## config.mk

```make
export PLATFORM = sky130hd
export DESIGN_NAME = bin_to_bcd_formatter_flat
export DESIGN_NICKNAME = d
export VERILOG_FILES = /design/src/rtl/bin_to_bcd_formatter_if.sv /design/src/rtl/bin_to_bcd_formatter.sv /design/src/flat_wrapper.sv
export SDC_FILE = /design/constraint.sdc
export NUM_CORES = 1
export LEC_CHECK = 0
export BUFFER_PORTS_ARGS = -buffer_cell sky130_fd_sc_hd__clkbuf_2
export CELL_PAD_IN_SITES_DETAIL_PLACEMENT = 2
export CELL_PAD_IN_SITES_GLOBAL_PLACEMENT = 2
export CORE_MARGIN = 3
export CORE_UTILIZATION = 30
export DETAILED_ROUTE_END_ITERATION = 12
export GPL_TIMING_DRIVEN = 0
export HOLD_SLACK_MARGIN = 0.15
export PLACE_DENSITY = 0.64
export SYNTH_ARGS = -nofsm -noshare
export SYNTH_HDL_FRONTEND = slang
export SYNTH_SLANG_ARGS = --single-unit
export TNS_END_PERCENT = 30
```

## constraint.sdc

```tcl
create_clock -name clk -period 5.2 [get_ports clk]
set_clock_uncertainty 0.2 [all_clocks]
set_input_delay 0 -clock clk [delete_from_list [all_inputs] [get_ports clk]]
set_output_delay 0 -clock clk [all_outputs]
set_load 0.01 [all_outputs]
```

## src/rtl/bin_to_bcd_formatter_if.sv

```systemverilog
// Request and display bus of the binary-to-BCD display formatter.
// The master side supplies the binary count and decimal-point selection;
// the slave side returns the registered digits, decimal points and status.
interface bin_to_bcd_formatter_if;
  logic [26:0] bin_in;
  logic        bin_valid;
  logic [2:0]  dp_sel;
  logic        dp_en;
  logic [3:0]  digit0, digit1, digit2, digit3, digit4, digit5, digit6, digit7;
  logic        dp0, dp1, dp2, dp3, dp4, dp5, dp6, dp7;
  logic        busy;
  logic        done;
  logic        ovf;

  modport master (
    output bin_in, bin_valid, dp_sel, dp_en,
    input  digit0, digit1, digit2, digit3, digit4, digit5, digit6, digit7,
    input  dp0, dp1, dp2, dp3, dp4, dp5, dp6, dp7,
    input  busy, done, ovf
  );

  modport slave (
    input  bin_in, bin_valid, dp_sel, dp_en,
    output digit0, digit1, digit2, digit3, digit4, digit5, digit6, digit7,
    output dp0, dp1, dp2, dp3, dp4, dp5, dp6, dp7,
    output busy, done, ovf
  );
endinterface

```

## src/rtl/bin_to_bcd_formatter.sv

```systemverilog
// Sequential double-dabble converter turning a 27-bit count into eight BCD
// display digits with optional leading-zero blanking and one decimal point.
// A conversion takes 27 shift cycles plus one update cycle; the display
// outputs only change on the update edge, so no partial result is visible.
module bin_to_bcd_formatter #(
  parameter logic [3:0] BLANK_CODE = 4'hF,
  parameter bit         LZ_BLANK   = 1'b1
) (
  input logic clk,
  input logic rst,
  bin_to_bcd_formatter_if.slave bus
);

  typedef enum logic [1:0] {IDLE, SHIFT, UPDATE} state_t;

  localparam logic [26:0] MAX_VALUE = 27'd99_999_999;

  state_t      state;
  logic [31:0] bcd;
  logic [26:0] bin;
  logic [4:0]  count;
  logic [2:0]  dp_sel_q;
  logic        dp_en_q;
  logic        ovf_q;

  logic [31:0] bcd_adj;
  logic [3:0]  disp [8];
  logic [7:0]  dp_next;
  logic        all_zero;

  // Double-dabble correction: nibbles of 5 or more get +3 before the shift.
  always_comb begin
    bcd_adj = bcd;
    for (int i = 0; i < 8; i++) begin
      if (bcd[4*i +: 4] >= 4'd5) begin
        bcd_adj[4*i +: 4] = bcd[4*i +: 4] + 4'd3;
      end
    end
  end

  // Display formatting: blank leading zeros down to the lit decimal point.
  always_comb begin
    all_zero = 1'b1;
    disp     = '{default: 4'd0};
    dp_next  = '0;
    for (int k = 7; k >= 0; k--) begin
      all_zero   = all_zero && (bcd[4*k +: 4] == 4'd0);
      disp[k]    = bcd[4*k +: 4];
      dp_next[k] = dp_en_q && (dp_sel_q == 3'(k));
      if (LZ_BLANK && (k != 0) && all_zero && (!dp_en_q || (3'(k) > dp_sel_q))) begin
        disp[k] = BLANK_CODE;
      end
    end
  end

  // Control FSM with the datapath registers and all registered outputs.
  always_ff @(posedge clk or posedge rst) begin
    if (rst) begin
      state      <= IDLE;
      bcd        <= '0;
      bin        <= '0;
      count      <= '0;
      dp_sel_q   <= '0;
      dp_en_q    <= 1'b0;
      ovf_q      <= 1'b0;
      bus.digit0 <= '0; bus.digit1 <= '0; bus.digit2 <= '0; bus.digit3 <= '0;
      bus.digit4 <= '0; bus.digit5 <= '0; bus.digit6 <= '0; bus.digit7 <= '0;
      bus.dp0    <= 1'b0; bus.dp1 <= 1'b0; bus.dp2 <= 1'b0; bus.dp3 <= 1'b0;
      bus.dp4    <= 1'b0; bus.dp5 <= 1'b0; bus.dp6 <= 1'b0; bus.dp7 <= 1'b0;
      bus.busy   <= 1'b0;
      bus.done   <= 1'b0;
      bus.ovf    <= 1'b0;
    end else begin
      bus.done <= 1'b0;
      case (state)
        IDLE: begin
          if (bus.bin_valid) begin
            if (bus.bin_in > MAX_VALUE) begin
              bin   <= MAX_VALUE;
              ovf_q <= 1'b1;
            end else begin
              bin   <= bus.bin_in;
              ovf_q <= 1'b0;
            end
            dp_sel_q <= bus.dp_sel;
            dp_en_q  <= bus.dp_en;
            bcd      <= '0;
            count    <= '0;
            bus.busy <= 1'b1;
            state    <= SHIFT;
          end
        end
        SHIFT: begin
          {bcd, bin} <= {bcd_adj, bin} << 1;
          count      <= count + 5'd1;
          if (count == 5'd26) begin
            state <= UPDATE;
          end
        end
        UPDATE: begin
          bus.digit0 <= disp[0]; bus.digit1 <= disp[1];
          bus.digit2 <= disp[2]; bus.digit3 <= disp[3];
          bus.digit4 <= disp[4]; bus.digit5 <= disp[5];
          bus.digit6 <= disp[6]; bus.digit7 <= disp[7];
          bus.dp0    <= dp_next[0]; bus.dp1 <= dp_next[1];
          bus.dp2    <= dp_next[2]; bus.dp3 <= dp_next[3];
          bus.dp4    <= dp_next[4]; bus.dp5 <= dp_next[5];
          bus.dp6    <= dp_next[6]; bus.dp7 <= dp_next[7];
          bus.ovf    <= ovf_q;
          bus.done   <= 1'b1;
          bus.busy   <= 1'b0;
          state      <= IDLE;
        end
        default: begin
          state <= IDLE;
        end
      endcase
    end
  end

endmodule

```

## src/flat_wrapper.sv

```systemverilog
// flat-port wrapper written by rule: the top's interface ports become plain ports
module bin_to_bcd_formatter_flat 
#(
  parameter logic [3:0] BLANK_CODE = 4'hF,
  parameter bit         LZ_BLANK   = 1'b1
)
  (clk, rst, bus_bin_in, bus_bin_valid, bus_dp_sel, bus_dp_en, bus_digit0, bus_digit1, bus_digit2, bus_digit3, bus_digit4, bus_digit5, bus_digit6, bus_digit7, bus_dp0, bus_dp1, bus_dp2, bus_dp3, bus_dp4, bus_dp5, bus_dp6, bus_dp7, bus_busy, bus_done, bus_ovf);
  bin_to_bcd_formatter_if bus_i ();
  input logic clk;
  input logic rst;
  input wire logic [$bits(bus_i.bin_in)-1:0] bus_bin_in;
  input wire logic [$bits(bus_i.bin_valid)-1:0] bus_bin_valid;
  input wire logic [$bits(bus_i.dp_sel)-1:0] bus_dp_sel;
  input wire logic [$bits(bus_i.dp_en)-1:0] bus_dp_en;
  output wire logic [$bits(bus_i.digit0)-1:0] bus_digit0;
  output wire logic [$bits(bus_i.digit1)-1:0] bus_digit1;
  output wire logic [$bits(bus_i.digit2)-1:0] bus_digit2;
  output wire logic [$bits(bus_i.digit3)-1:0] bus_digit3;
  output wire logic [$bits(bus_i.digit4)-1:0] bus_digit4;
  output wire logic [$bits(bus_i.digit5)-1:0] bus_digit5;
  output wire logic [$bits(bus_i.digit6)-1:0] bus_digit6;
  output wire logic [$bits(bus_i.digit7)-1:0] bus_digit7;
  output wire logic [$bits(bus_i.dp0)-1:0] bus_dp0;
  output wire logic [$bits(bus_i.dp1)-1:0] bus_dp1;
  output wire logic [$bits(bus_i.dp2)-1:0] bus_dp2;
  output wire logic [$bits(bus_i.dp3)-1:0] bus_dp3;
  output wire logic [$bits(bus_i.dp4)-1:0] bus_dp4;
  output wire logic [$bits(bus_i.dp5)-1:0] bus_dp5;
  output wire logic [$bits(bus_i.dp6)-1:0] bus_dp6;
  output wire logic [$bits(bus_i.dp7)-1:0] bus_dp7;
  output wire logic [$bits(bus_i.busy)-1:0] bus_busy;
  output wire logic [$bits(bus_i.done)-1:0] bus_done;
  output wire logic [$bits(bus_i.ovf)-1:0] bus_ovf;
  assign bus_i.bin_in = bus_bin_in;
  assign bus_i.bin_valid = bus_bin_valid;
  assign bus_i.dp_sel = bus_dp_sel;
  assign bus_i.dp_en = bus_dp_en;
  assign bus_digit0 = bus_i.digit0;
  assign bus_digit1 = bus_i.digit1;
  assign bus_digit2 = bus_i.digit2;
  assign bus_digit3 = bus_i.digit3;
  assign bus_digit4 = bus_i.digit4;
  assign bus_digit5 = bus_i.digit5;
  assign bus_digit6 = bus_i.digit6;
  assign bus_digit7 = bus_i.digit7;
  assign bus_dp0 = bus_i.dp0;
  assign bus_dp1 = bus_i.dp1;
  assign bus_dp2 = bus_i.dp2;
  assign bus_dp3 = bus_i.dp3;
  assign bus_dp4 = bus_i.dp4;
  assign bus_dp5 = bus_i.dp5;
  assign bus_dp6 = bus_i.dp6;
  assign bus_dp7 = bus_i.dp7;
  assign bus_busy = bus_i.busy;
  assign bus_done = bus_i.done;
  assign bus_ovf = bus_i.ovf;
  bin_to_bcd_formatter #(.BLANK_CODE(BLANK_CODE), .LZ_BLANK(LZ_BLANK)) u_core (.clk(clk), .rst(rst), .bus(bus_i));
endmodule
```

# Word-level counts from Yosys, hierarchy flattened
# Cells that the tools add are included.
# op_classes
n_reduce_logical	44
n_mux	29
addsub	9
n_eq_ne	12
magnitude_cmp	16
# op_table
op	n
$pmux W32 S2	1
$mux W4	14
$mux W27	2
$pmux W27 S2	1
$ge A4 B3 Y1 const B	8
$mux W32	1
$add A4 B2 Y4 const B	7
$logic_not A4 Y1	7
$gt A27 B27 Y1 const B	1
$logic_and A1 B1 Y1	21
$eq A3 B3 Y1 const B	4
$gt A3 B3 Y1 const A	4
$pmux W5 S2	1
$reduce_and A2 Y1	4
$logic_or A1 B1 Y1	7
$eq A3 B2 Y1 const B	2
$gt A2 B3 Y1 const A	2
$add A5 B1 Y5 const B	1
$eq A5 B5 Y1 const B	1
$mux W5	1
$mux W2	2
$pmux W2 S2	1
$reduce_bool A2 Y1	2
$add A3 B2 Y3 const B	1
other kinds (12)	14
# word_totals
inputBits	34
ff_bits	114
word_cells	136
output_inout_bits	43

# Depth between registers and ports, before layout
# depth
word_depth	9
mapped_depth	7
mapped_depth_nobuf	7

# Worst setup path after synthesis
# Ideal clock, no wire load.
# synth_path
kind	reg-to-reg
from	reg u_core.bcd[20]
to	reg u_core.bus.digit4[0]
path_buffers	0
path_stages_with_launch	7
required_ns	4.935
slack_ns	3.338
period_less_slack_ns	1.862
arrival_time_ns	1.596
setup_time_ns	0.065
cell_sequence	dfrtp_1 -> inv_1 -> ha_1 -> nor3b_1 -> nand3_1 -> o31ai_1 -> o22a_1
# synth_between
elab_chain_cells	5
# synth_lines
item	line	source
start: declaration	bin_to_bcd_formatter.sv:19	logic [31:0] bcd;
start signal: assignment	bin_to_bcd_formatter.sv:94	{bcd, bin} <= {bcd_adj, bin} << 1;
$logic_not A4 Y1	bin_to_bcd_formatter.sv:47	all_zero = all_zero && (bcd[4*k +: 4] == 4'd0);
$logic_and A1 B1 Y1 (2 in a row)	bin_to_bcd_formatter.sv:47	
$logic_and A1 B1 Y1	bin_to_bcd_formatter.sv:50	if (LZ_BLANK && (k != 0) && all_zero && (!dp_en_q || (3'(k) > dp_sel_q))) begin
$mux W4	bin_to_bcd_formatter.sv:50	
end signal: assignment	bin_to_bcd_formatter.sv:103	bus.digit4 <= disp[4]; bus.digit5 <= disp[5];
end: declaration	bin_to_bcd_formatter_if.sv:24	output digit0, digit1, digit2, digit3, digit4, digit5, digit6, digit7,
# No other way between the ends.
# A chain may end at the register's enable or synchronous reset.

# Worst setup path after layout
# layout_path
from	reg u_core.bcd[20]
to	reg u_core.bus.digit4[1]
# Same word-level chain as after synthesis.

==> impl_metrics.toml <==
[cts]
ctsResizeCount = 0
hold_buffers = 55
worstSkewPairLatency_ps = 420
cts_setup_buffers = 0
clock_sinks = 114
cts_max_path_buffers = 2
tritoncts.num_buffers = 17
clockRootBuffer = "clkbuf_16"
clk_pin_slew_worst_paths_ps = 60
htree_levels = 4
cts_tree = "built"

[floorplanning]
fp.dieArea_mm2 = 0.0197
core_area_mm2 = 0.0175
initial_core_util = 0.309
rows = 48
dieHeight_um = 140
boundaryPins = 77
die_w_um = 140

[grt]
grt_pass1_wl_mm = 30.5
grt_pass1_vias = 5400
grt_usage = 0.196
overflow = 0
antenna_found_initial = 0
grt_max_degree = 67

[logic_synthesis]
synth_compound_area_frac = 0.207
synth_edf_count = 0
synth_top_flop_cell = "dfrtp_1"
yosys.area_share.simple = 0.152
yosysTopAreaCell = "dfrtp_1"
synth_area_mm2 = 0.00541
seq_area_frac_synth = 0.527
ys_types = 42
synth_mux_area_frac = 0
avgSynthCellArea_um2 = 9.89
synth_xor_area_frac = 0.0162
synth_fa_ha_area_frac = 0.0555
synth_nets = 605
synthArstFlopShare = 1.00
synth_seq_cells = 114
synth_top_family_by_area = "compound AO/OA/AOI/OAI gates"
synth_top_area_frac = 0.527
yosys-top-cells-area = "dfrtp_1 53%, ha_1 5.6%, o21ai_0 5.5%"
yosys_warnings = 0
synthCells = 547

[power_and_ir_drop]
vdd_ir_drop_max_uv = 244
combPwrFrac = 0.373
power.switching_mw = 1.57
switching_share = 0.377
p_leak_nw = 3.31
p_per_area_mw_per_mm2 = 575
power.share.clock = 0.285
p_int_mw = 2.60
pwr-share-seq = 0.342

[setup_path]
cp_cell_sequence = "inv_1, ha_1, nor3b_1, nand3_1, o31ai_1, o22a_1"
critPathLaunchType = "flip-flop"
crit_required_ps = 5350
worstPathArrival_ps = 2920
cpMaxStageDelayCell = "o31ai_1"
worstSetupEndpointType = "flip-flop"
slowest_delay_ps = 810
crit_type = "reg2reg"
critPathMaxFanout = 4

[placement]
pre_cts_slack_ps = 2450
place_congestion = 0.789
port_buffers = 76
dp_hpwl_mm = 12.3

[drt]
drt_iter0_drc = 138
wirelength_mm = 18.2
via_per_inst = 5.13
drc = 0
drt-pass1-iter-count = 4
vias = 4806
detail-route-antenna-nets = 0
routedWlPerCell_um = 19.5

[timing]
worstMarginPinSlew_ps = 865
hold_viol_final = 0
relSlewSlack = 0.419
fin_crit_ps = 2770
slew_violations = 0
tns_ps = 0
timing.final.crit_share = 0.533
setup_ws_ps = 2430
rsz0062_at_grt = "false"
max_freq_ghz = 0.361
setup_viol = 0

[finish]
drive_gt1_frac = 0.173
n_fill_cell = 1855
area_growth_pct = 34.0
layout_commonest_cell = "dfrtp_1"
final_net_count = 756
antenna_cells = 0
final_core_util = 0.415
final_cell_mix = "114 x dfrtp_1, 78 x nand2_1, 76 x clkbuf_2"

[run]
cap_violations = 0

[status]
outcome = "finished clean"

[hold_path]
hold_class = "in2reg"
-- cells by family (layout without fill, tap and decap cells) --
logic type / after synthesis / count (layout)
AOI/OAI and AO/OA: 170 / 170
buffers and inverters: 56 / 220
DFF: 114 / 114
xor gates and xnor gates: 10 / 10
and+or+nand+nor: 173 / 173
adders and majority gates: 24 / 24
-- worst max-delay path: cells and delay by family (launching register included) --
family / cells / cell delay, ps
buf+inv: 1 / 150
fa+ha+maj: 1 / 160
flops: 1 / 410
simple gates: 2 / 710
compound gates: 2 / 1070
-- cells in the mapped netlist, types with 2 or more instances --
| library cell | number |
|---|---|
| dfrtp_1 | 114 |
| nand2_1 | 78 |
| o21ai_0 | 59 |
| a21oi_1 | 33 |
| nor2_1 | 27 |
| inv_1 | 26 |
| ha_1 | 24 |
| o22a_1 | 20 |
| clkbuf_1 | 17 |
| o31ai_1 | 14 |
| o22ai_1 | 13 |
| nand2b_1 | 12 |
| nor3_1 | 10 |
| and3_1 | 9 |
| nand3_1 | 9 |
| a221o_1 | 8 |
| a32o_1 | 8 |
| xnor2_1 | 8 |
| buf_2 | 7 |
| nor3b_1 | 7 |
| or3_1 | 7 |
| nand4_1 | 5 |
| buf_1 | 4 |
| o21ai_1 | 4 |
| o211ai_1 | 3 |
| nand3b_1 | 2 |
| o32ai_1 | 2 |
| or2_2 | 2 |
| xor2_1 | 2 |
-- through the flow --
stage	total power, mW	instance area [µm²]	cells	hold slack (ps)
after floorplan	2.34	5410	547	-94.6
after global placement	2.76	6070	848	17.0
after detailed placement	2.85	6100	849	-130
after CTS	4.21	7250	936	164
after global routing	4.50	7250	936	207
final	4.17	7250	936	190
-- layout make-up --
class                      count  area [µm²]  area share
multi-input combinational    377        2330       0.321
timing repair buffer         132         958       0.132
clock inverter                11         135      0.0186
tap                          225         282      0.0388
clock buffer                  21         460      0.0635
buffer                        29         125      0.0173
sequential                   114        2850       0.394
inverter                      27         106      0.0147
-- final timing paths --
| kind | from | to | slack [ps] | cells past startpoint |
|---|---|---|---|---|
| worst max-delay path | u_core.bcd[20] | u_core.bus.digit4[1] | 2430 | 6 |
| worst min-delay path | bus_bin_in[3] | u_core.bin[3] | 190 | 4 |
| worst max register to register | u_core.bcd[20] | u_core.bus.digit4[1] | 2430 | 6 |
| worst min register to register | u_core.bus.digit2[2] | u_core.bus.digit2[2] | 270 | 2 |
| max in group asynchronous | rst | u_core.bin[25] | 3540 | 5 |
| min in group asynchronous | rst | u_core.bus.done | 550 | 4 |
-- flip-flops by register name, indices dropped and copies added, names as in the netlist, 2 cells and up --
| register | count |
|---|---|
| u_core.bus.digit5 | 4 |
| u_core.bus.digit7 | 4 |
| u_core.bus.digit4 | 4 |
| u_core.bus.digit3 | 4 |
| u_core.bus.digit0 | 4 |
| u_core.bcd | 32 |
| u_core.bus.digit1 | 4 |
| u_core.bus.digit2 | 4 |
| u_core.count | 5 |
| u_core.dp_sel_q | 3 |
| u_core.bin | 27 |
| u_core.state | 2 |
| u_core.bus.digit6 | 4 |
-- power groups by stage --
stage	sequential (mW)	combinational, mW	clock, mW
2_1_floorplan	1.35	0.989	0
3_3_place_gp	1.42	1.34	0
3_5_place_dp	1.43	1.41	0
4_1_cts	1.42	1.57	1.22
5_1_grt	1.47	1.77	1.26
6_report	1.42	1.56	1.19
-- routing by layer --
| layer | share of wire | track usage | vias up |
|---|---|---|---|
| met5 | 0 | 0 | - |
| met2 | 0.52 | 0.343 | 66 |
| met3 | 0.027 | 0.0403 | 11 |
| met4 | 0.0075 | 0.0413 | 0 |
| met1 | 0.45 | 0.250 | 2467 |
| li1 | - | - | 2262 |
No activity file was read; power rests on OpenSTA's default activity.
